--- config.mk ---
export PLATFORM = sky130hd
export DESIGN_NAME = fetch_unit_flat
export DESIGN_NICKNAME = d
export VERILOG_FILES = /design/src/rtl/fetch_unit_if.sv /design/src/rtl/fetch_unit.sv /design/src/flat_wrapper.sv
export SDC_FILE = /design/constraint.sdc
export NUM_CORES = 1
export LEC_CHECK = 0
export CAP_MARGIN = 15
export CORE_ASPECT_RATIO = 1.75
export CORE_UTILIZATION = 36
export DETAILED_ROUTE_END_ITERATION = 8
export HOLD_SLACK_MARGIN = 0.12
export PLACE_DENSITY = 0.67
export SLEW_MARGIN = 10
export SYNTH_ARGS = -nofsm -noshare
export SYNTH_HDL_FRONTEND = slang
export SYNTH_SLANG_ARGS = --single-unit
--- constraint.sdc ---
create_clock -name clk -period 4 [get_ports clk]
set_input_delay 0.8 -clock clk [delete_from_list [all_inputs] [get_ports clk]]
set_output_delay 0.8 -clock clk [all_outputs]
set_load 0.005 [all_outputs]
--- src/rtl/fetch_unit_if.sv ---
// Fetch-stage bus: instruction-memory request/response plus the decode-side
// valid/ready handshake and the control-unit/ALU results that steer the next PC.
interface fetch_unit_if #(
    parameter int CNT_W = 32
);
    logic             stall;
    logic             imem_req;
    logic [31:0]      imem_addr;
    logic             imem_rvalid;
    logic [31:0]      imem_rdata;
    logic             instr_valid;
    logic             instr_ready;
    logic [31:0]      instr;
    logic             branch;
    logic             zero;
    logic             jump;
    logic [31:0]      pc;
    logic [31:0]      pc_plus4;
    logic [CNT_W-1:0] retired;

    modport master (
        input  stall, imem_rvalid, imem_rdata, instr_ready, branch, zero, jump,
        output imem_req, imem_addr, instr_valid, instr, pc, pc_plus4, retired
    );

    modport slave (
        output stall, imem_rvalid, imem_rdata, instr_ready, branch, zero, jump,
        input  imem_req, imem_addr, instr_valid, instr, pc, pc_plus4, retired
    );
endinterface

--- src/rtl/fetch_unit.sv ---
// MIPS instruction-fetch stage: one outstanding request to a variable-latency
// instruction memory, held instruction handed to decode, next PC from branch/jump.
module fetch_unit #(
    parameter logic [31:0] RESET_PC = 32'h0000_0000,
    parameter int          CNT_W    = 32
) (
    input logic          clk,
    input logic          rst_n,
    fetch_unit_if.master bus
);

    typedef enum logic [1:0] {
        ST_BOOT,
        ST_REQ,
        ST_WAIT,
        ST_HOLD
    } state_t;

    state_t           state;
    logic [31:0]      pc_q;
    logic [31:0]      instr_q;
    logic [CNT_W-1:0] retired_q;
    logic [31:0]      pc_plus4;
    logic [31:0]      branch_off;
    logic [31:0]      next_pc;

    assign pc_plus4   = pc_q + 32'd4;
    assign branch_off = {{14{instr_q[15]}}, instr_q[15:0], 2'b00};

    // Jump outranks branch; both targets keep pc word-aligned.
    // NOTE: every variable driven here gets a default first so no latch is inferred.
    always_comb begin
        next_pc = pc_plus4;
        if (bus.jump) begin
            next_pc = {pc_plus4[31:28], instr_q[25:0], 2'b00};
        end else if (bus.branch && bus.zero) begin
            next_pc = pc_plus4 + branch_off;
        end
    end

    // NOTE: sequential state uses non-blocking assignments only.
    always_ff @(posedge clk or negedge rst_n) begin
        if (!rst_n) begin
            state     <= ST_BOOT;
            pc_q      <= RESET_PC;
            instr_q   <= '0;
            retired_q <= '0;
        end else begin
            case (state)
                ST_BOOT: state <= ST_REQ;
                ST_REQ: begin
                    if (!bus.stall) begin
                        state <= ST_WAIT;
                    end
                end
                // rvalid is only honoured here, so stale returns after reset are dropped.
                ST_WAIT: begin
                    if (bus.imem_rvalid) begin
                        instr_q <= bus.imem_rdata;
                        state   <= ST_HOLD;
                    end
                end
                ST_HOLD: begin
                    if (bus.instr_ready) begin
                        pc_q      <= next_pc;
                        retired_q <= retired_q + {{(CNT_W-1){1'b0}}, 1'b1};
                        state     <= ST_REQ;
                    end
                end
                default: state <= ST_BOOT;
            endcase
        end
    end

    assign bus.imem_req    = (state == ST_REQ) && !bus.stall;
    assign bus.imem_addr   = pc_q;
    assign bus.instr_valid = (state == ST_HOLD);
    assign bus.instr       = instr_q;
    assign bus.pc          = pc_q;
    assign bus.pc_plus4    = pc_plus4;
    assign bus.retired     = retired_q;

endmodule
--- src/flat_wrapper.sv ---
// flat-port wrapper written by rule: the top's interface ports become plain ports
module fetch_unit_flat 
#(
    parameter logic [31:0] RESET_PC = 32'h0000_0000,
    parameter int          CNT_W    = 32
)
  (clk, rst_n, bus_stall, bus_imem_rvalid, bus_imem_rdata, bus_instr_ready, bus_branch, bus_zero, bus_jump, bus_imem_req, bus_imem_addr, bus_instr_valid, bus_instr, bus_pc, bus_pc_plus4, bus_retired);
  fetch_unit_if #(.CNT_W(CNT_W)) bus_i ();
  input logic clk;
  input logic rst_n;
  input wire logic [$bits(bus_i.stall)-1:0] bus_stall;
  input wire logic [$bits(bus_i.imem_rvalid)-1:0] bus_imem_rvalid;
  input wire logic [$bits(bus_i.imem_rdata)-1:0] bus_imem_rdata;
  input wire logic [$bits(bus_i.instr_ready)-1:0] bus_instr_ready;
  input wire logic [$bits(bus_i.branch)-1:0] bus_branch;
  input wire logic [$bits(bus_i.zero)-1:0] bus_zero;
  input wire logic [$bits(bus_i.jump)-1:0] bus_jump;
  output wire logic [$bits(bus_i.imem_req)-1:0] bus_imem_req;
  output wire logic [$bits(bus_i.imem_addr)-1:0] bus_imem_addr;
  output wire logic [$bits(bus_i.instr_valid)-1:0] bus_instr_valid;
  output wire logic [$bits(bus_i.instr)-1:0] bus_instr;
  output wire logic [$bits(bus_i.pc)-1:0] bus_pc;
  output wire logic [$bits(bus_i.pc_plus4)-1:0] bus_pc_plus4;
  output wire logic [$bits(bus_i.retired)-1:0] bus_retired;
  assign bus_i.stall = bus_stall;
  assign bus_i.imem_rvalid = bus_imem_rvalid;
  assign bus_i.imem_rdata = bus_imem_rdata;
  assign bus_i.instr_ready = bus_instr_ready;
  assign bus_i.branch = bus_branch;
  assign bus_i.zero = bus_zero;
  assign bus_i.jump = bus_jump;
  assign bus_imem_req = bus_i.imem_req;
  assign bus_imem_addr = bus_i.imem_addr;
  assign bus_instr_valid = bus_i.instr_valid;
  assign bus_instr = bus_i.instr;
  assign bus_pc = bus_i.pc;
  assign bus_pc_plus4 = bus_i.pc_plus4;
  assign bus_retired = bus_i.retired;
  fetch_unit #(.RESET_PC(RESET_PC), .CNT_W(CNT_W)) u_core (.clk(clk), .rst_n(rst_n), .bus(bus_i));
endmodule
==> metrics.txt, run 1 <==
status finished clean; CP Capture Type output pin; max cap viols 0; startpoint types flip-flop; Chip Width around 110 um; commonest cells after routing, fill and taps aside clkdlybuf4s50_1 (194), dfrtp_1 (95), nand2_1 (83); CP Cell Sequence nand4_1, nor4_4, and3_1, and3_2, and4_1, xor2_1, clkdlybuf4s50_1; YS warnings 0; Syn Inst Count ~740; post-synthesis sequential area ratio 0.354; CTS tree yes; Synth Cell Area 6780 um2; PwrDens slightly above 800 nW/um2; Reg2Reg Depth 14; wire length of the first global-routing pass about 33000 um; Top Ports around 200; Peak VDD IR 349 uV; CP Data Arrival Time 3.00 ns; setup violators final 0; Routed Antenna Nets 0; area occupied by multi-input gates 3980 um2; slowest cell on the critical path clkdlybuf4s50_1; gr usage total 0.220; RSZ-0062 raised after global routing true; DR vias a little over 6000; Post-synth EDFFs 0; Slew HR 0.364; Clk pwr share 0.119; Starting Density 0.366; Routability Congestion slightly below 0.9; WL/cell ~18 um; layout cells sized above 1 0.121; Synth top area share 0.354; drt pass-1 iters 4; FMAX roughly 0.26 GHz; crit path setup slack, layout between 0.2 and 0.25 ns; initial antenna violation count 0; Fin Setup TNS 0 ns; TritonCTS Buffers 9; max-slew violation count 0; Cell Rows 66; CTS Buffer Depth 2; dominant cells by area after synthesis dfrtp_1 (35%), ha_1 (7.4%), xnor2_1 (7.1%); die height roughly 180 um; worst hold stages 1; register area ~2400 um2; vias in the first global route 6224; Hold WS roughly 0.48 ns; slowest cell delay on critical path roughly 0.60 ns; ANT cells 0; Core Area 18500 um2; final hold vios 0; P_leak around 4.0 nW; Net Sw Power approximately 3.3 mW; Hold Path Class reg2reg; vias per cell between 5 and 6; Max FO, Critical Path 5; Root Buffer clkbuf_16; clk sinks 96; mean area per synthesized cell just over 9 um2; Worst Skew 0.0148 ns; Die Footprint between 15000 and 20000 um2; largest net degree at the start of global routing between 70 and 80; Layout Nets approximately 1000; Async SR Flop Fraction 1.00; internal power approximately 4.4 mW; # port buffers slightly below 200; Setup Crit Path Kind reg2out; Buf/Inv on CP 1; Setup WS pre-CTS approximately 0.11 ns; CP Depth 7; worst skew pair latency between 0.3 and 0.4 ns; top cell type by total area after synthesis dfrtp_1; fill count 1774; DRT Wirelength 21300 um; Final Cycle Share 0.949; commonest non-fill, non-tap cell in the layout clkdlybuf4s50_1; sequential share of power 0.229; Main synth FF type dfrtp_1; crit path time final around 3.8 ns; Final Util 0.501; synthesis-to-finish area growth 36.8%; H-tree levels 3; Worst Tran Pin Value 0.955 ns; Comb pwr share 0.653; drt initial violations approximately 240; DP HPWL about 16000 um; DRC 0; Clock transition at path regs about 0.070 ns; critical path's top delay family simple AND/OR/NAND/NOR gates; GR Overflow Total 0; WP data required around 3.2 ns; Synth cell types between 60 and 70; Synth Register Bits 96; switching share of power 0.426
==> final cells by class <==
| class | count | area share |
|---|---|---|
| timing repair buffer | 233 | 0.241 |
| clock buffer | 10 | 0.0247 |
| inverter | 13 | 0.00526 |
| clock inverter | 6 | 0.00823 |
| multi-input combinational | 569 | 0.429 |
| tap | 238 | 0.0321 |
| sequential | 96 | 0.259 |
==> worst paths after layout <==
check	end	slack (ns)	from
max in group asynchronous	u_core.bus.imem_addr[19]$_DFFE_PN0P_	2.49	rst_n
max	bus_pc_plus4[31]	0.20	u_core.bus.imem_addr[11]$_DFFE_PN0P_
min	u_core.bus.retired[31]$_DFFE_PN0P_	0.48	u_core.bus.retired[31]$_DFFE_PN0P_
min reg2reg	u_core.bus.retired[31]$_DFFE_PN0P_	0.48	u_core.bus.retired[31]$_DFFE_PN0P_
min in group asynchronous	u_core.bus.imem_addr[28]$_DFFE_PN0P_	0.60	rst_n
max reg2reg	u_core.bus.imem_addr[30]$_DFFE_PN0P_	0.23	u_core.bus.imem_addr[5]$_DFFE_PN0P_
==> flip-flops by register name, summed over array words and instances (netlist names) <==
register,count
u_core.bus.retired,32
u_core.state,2
u_core.bus.instr,32
u_core.bus.imem_addr,30
==> layer usage <==
| layer | GRT usage | share of wire | vias up | wire length (um) |
|---|---|---|---|---|
| met5 | 0 | 0 | - | 0 |
| met4 | 0.108 | 0.039 | 0 | 824 |
| met3 | 0.0323 | 0.047 | 45 | 1010 |
| met2 | 0.416 | 0.55 | 215 | 11600 |
| met1 | 0.233 | 0.37 | 2987 | 7840 |
| li1 | - | - | 2967 | - |
==> cells in the mapped netlist, types with 3 or more instances <==
library cell and n:
nand4_1 13, buf_6 3, nand3_1 38, and4_1 7, dfrtp_1 96, a221oi_1 3, a31oi_1 7, o22ai_1 4
nor3_1 7, buf_1 3, inv_1 13, o21ai_0 38, clkbuf_1 17, a21oi_1 44, nor2_1 48, a31o_2 4
nand2_1 83, mux2_2 33, nor2b_1 3, o21bai_1 4, ha_1 40, and3_1 23, xnor2_1 55, a211oi_1 6
and2_1 6, mux2i_1 3, o21a_1 3, o211a_1 3, xor2_1 28, buf_4 37, o211ai_1 6, a21o_1 14
or3_1 5
==> through the flow <==
stage               instances  total power, mW  cell area, um2
floorplan                 741             4.72            6800
global placement         1147             6.71            8900
detailed placement       1147             6.74            8900
CTS                      1163             7.70            9200
global route             1165             8.27            9270
finish                   1165             7.71            9270
==> what timing repair did <==
item / 4_1_cts / 5_1_grt
buffers inserted: 0 / 2
resized for setup: 0 / 10
hold buffers: 0 / 0
endpoints found under the setup margin: 0 / 10
==> power by group through the flow <==
stage | combinational (mW) | sequential, mW | clock, mW
finish | 5.03 | 1.76 | 0.916
CTS | 5.01 | 1.75 | 0.936
floorplan | 3.02 | 1.71 | 0
detailed placement | 4.97 | 1.77 | 0
global placement | 4.95 | 1.76 | 0
global route | 5.48 | 1.81 | 0.974
==> kinds of logic after synthesis <==
| kind of cell | count (synthesis) | share of synthesized area |
|---|---|---|
| compound gates | 166 | 0.167 |
| xor+xnor | 83 | 0.107 |
| fa+ha+maj | 41 | 0.0768 |
| buf+inv | 76 | 0.0687 |
| flops | 96 | 0.354 |
| mux | 36 | 0.0593 |
| other cells | 1 | 0.000553 |
| simple gates | 237 | 0.166 |
Note: power is estimated with default switching activity, not from simulation.
==> run 2: changes to the inputs <==
- CELL_PAD_IN_SITES_DETAIL_PLACEMENT: not set -> 1
- CELL_PAD_IN_SITES_GLOBAL_PLACEMENT: not set -> 2
- CORE_UTILIZATION: 36 -> 28
- MAX_ROUTING_LAYER: not set -> met4
- PLACE_DENSITY: 0.67 -> 0.83
==> run 2 against run 1 <==
Cell area is 2.2% higher; clock-buffer cell count up 1; first-iteration DRC count is 3.3% lower; non-clock buffer count grew 19; sequential power hardly changed; maximum frequency is 0.98% higher; clock skew down 0.0020 ns; critical path depth is the same; final cell count grew 7.7%; via count rose by 3.0%; flip-flop and latch count unchanged.
==> metrics.txt, run 2 (synthesized netlist as in run 1, its figures left out) <==
Reg2Reg Depth 15 (+1); largest net degree at the start of global routing 61 (-19%); TritonCTS Buffers 9 (unchanged); Worst path most repeated cell and3_1; Core Area 23800 um2 (+29%); drt initial violations 234 (-3.3%); vias in the first global route 7020 (+13%); PwrDens 852 nW/um2 (+2.5%); setup violators final 0 (unchanged); wire length of the first global-routing pass 39500 um (+20%); H-tree levels 3 (unchanged); r2r setup slk 0.27 ns (+0.04 ns); max cap viols 0 (unchanged); vias per cell 5.10 (-4.4%); switching share of power 0.432 (+0.00607); Worst Skew 0.0128 ns (-0.00198 ns); Comb pwr share 0.670 (+0.017); CTS Buffer Depth 2 (unchanged); WP data required 3.20 ns (about the same); sequential share of power 0.216 (-0.013); Routed Antenna Nets 0 (unchanged); initial antenna violation count 1 (+1); drt pass-1 iters 4 (unchanged); Routability Congestion 0.841 (-4.9%); status finished clean; worst skew pair latency 0.36 ns (about the same); CP Capture Type output pin; Buf/Inv on CP 1 (unchanged); startpoint types flip-flop; final hold vios 0 (unchanged); RSZ-0062 raised after global routing false; Overall Power 8.08 mW (+4.7%); min-delay src u_core.bus.retired[31]$_DFFE_PN0P_; worst hold stages 1 (unchanged); DP HPWL 20100 um (+22%); slowest cell on the critical path clkdlybuf4s50_1; Root Buffer clkbuf_16; commonest non-fill, non-tap cell in the layout clkdlybuf4s50_1; max-slew violation count 0 (unchanged); clk sinks 96 (unchanged); commonest cells after routing, fill and taps aside clkdlybuf4s50_1 (194), dfrtp_1 (95), nand2_1 (83); CTS tree yes; Clock transition at path regs 0.08 ns (about the same); Hold Path Class reg2reg; reg2reg start u_core.bus.imem_addr[19]$_DFFE_PN0P_; Max FO, Critical Path 5 (unchanged); Peak VDD IR 347 uV (-0.72%); critical path's top delay family simple AND/OR/NAND/NOR gates; die height 208 um (+13%); # port buffers 195 (unchanged); DRT Wirelength 25400 um (+19%); Slew HR 0.446 (+0.0820); CP Data Arrival Time 2.96 ns (-0.04 ns); Worst Tran Pin Value 0.832 ns (-0.123 ns); WL/cell 20.2 um (+11%); Setup Crit Path Kind reg2out; gr usage total 0.214 (-0.00526); Chip Width 120 um (+13%); Layout Nets 1022 (+1.9%); CP Cell Sequence and3_1, and3_1, and3_1, and3_1, nand2_1, xnor2_1, clkdlybuf4s50_1; DR vias 6398 (+3.0%); FMAX 0.266 GHz (+0.98%); Die Footprint 24900 um2 (+28%); layout cells sized above 1 0.135 (+0.0145); crit path time final 3.76 ns (-0.0368 ns); synthesis-to-finish area growth 39.8%; Cell Rows 75 (+14%); slowest cell delay on critical path 0.61 ns (about the same); Starting Density 0.284 (-0.0821); terminus of the critical flop-to-flop path u_core.bus.imem_addr[31]$_DFFE_PN0P_; Top Ports 202 (unchanged); hold path endpoint u_core.bus.retired[31]$_DFFE_PN0P_; Final Cycle Share 0.940 (-0.00919); P_leak 4.10 nW (+2.2%); Fin Setup TNS 0 ns (unchanged); Clk pwr share 0.114 (-0.005); DRC 0 (unchanged); Net Sw Power 3.49 mW (+6.2%); GR Overflow Total 0 (unchanged); internal power 4.59 mW (+3.6%)
## run 2: cell types whose count changed in the layout (fill, tap and decap cells not counted), sizes merged
cell and delta:
clkbuf +1, diode +1, inv -1, buf +19, clkinv +2, clkinvlp -2
## run 2: metrics by stage
stage | utilization | cell area [um2] | setup WS [ns] | instances | hold WS [ns]
2_1_floorplan | - | 6800 | 0.575 | 741 | 0.465
3_3_place_gp | 0.383 | 9140 | 0.193 | 1237 | 0.465
3_5_place_dp | 0.383 | 9140 | 0.119 | 1237 | 0.479
4_1_cts | 0.396 | 9440 | 0.0762 | 1253 | 0.491
5_1_grt | 0.398 | 9480 | 0.00800 | 1255 | 0.505
6_report | 0.398 | 9480 | 0.241 | 1255 | 0.489
## run 2: worst reg2reg max path, cell delays in order (launching register included)
cell and delay, ns:
dfrtp_1 0.46, nand2_1 0.13, nor4_4 0.32, and2_1 0.22, and3_2 0.29, nand3_1 0.17
xnor2_1 0.28, ha_1 0.33, a21oi_1 0.19, nor2_1 0.05, a2111oi_0 0.43, a41oi_1 0.21
xnor2_1 0.16, nor2_1 0.15, xnor2_1 0.14, o21ai_1 0.07
## run 2: worst max-delay path by stage
stage / from / end / slack (ns) / cells after the start
6_report: u_core.bus.imem_addr[6]$_DFFE_PN0P_ / bus_pc_plus4[25] / 0.24 / 7
3_5_place_dp: u_core.bus.imem_addr[11]$_DFFE_PN0P_ / u_core.bus.imem_addr[31]$_DFFE_PN0P_ / 0.12 / 14
5_1_grt: u_core.bus.imem_addr[6]$_DFFE_PN0P_ / u_core.bus.imem_addr[31]$_DFFE_PN0P_ / 0.008 / 14
3_3_place_gp: u_core.bus.imem_addr[11]$_DFFE_PN0P_ / u_core.bus.imem_addr[31]$_DFFE_PN0P_ / 0.19 / 14
4_1_cts: u_core.bus.imem_addr[11]$_DFFE_PN0P_ / bus_pc_plus4[30] / 0.08 / 7
2_1_floorplan: u_core.bus.imem_addr[12]$_DFFE_PN0P_ / u_core.bus.imem_addr[31]$_DFFE_PN0P_ / 0.58 / 15
## run 2: final cells by class
cell class / instances / area (um2)
diodes: 1 / 2.50
clock buffers: 11 / 243
clock inverters: 5 / 61.3
fillers: 2806 / 14400
inverters: 13 / 48.8
multi-input cells: 569 / 3960
flip-flops and latches: 96 / 2400
well taps: 308 / 385
repair buffers: 252 / 2380
## run 2: what timing repair did
item	in CTS	in global routing
buffers inserted	0	1
hold buffers	0	0
setup endpoints to repair	0	8
resized for setup	0	6
## run 2: layer usage
layer,up-vias,track usage,wire length [um]
met1,3190,0.210,9170
met4,0,0.112,1260
li1,2984,-,-
met5,-,-,0
met2,166,0.397,14000
met3,58,0.0352,990
## run 2: power by group through the flow
| stage | sequential (mW) | combinational [mW] | clock [mW] |
|---|---|---|---|
| 6_report | 1.74 | 5.41 | 0.919 |
| 5_1_grt | 1.80 | 5.88 | 0.979 |
| 4_1_cts | 1.75 | 5.45 | 0.952 |
| 3_5_place_dp | 1.76 | 5.41 | 0 |
| 3_3_place_gp | 1.74 | 5.36 | 0 |
| 2_1_floorplan | 1.71 | 3.02 | 0 |
==> run 3: changes to the inputs <==
- CAP_MARGIN: 15 -> not set
==> results of run 3 <==
Same layout as run 2: the final DEF is identical, and so are final timing and power.
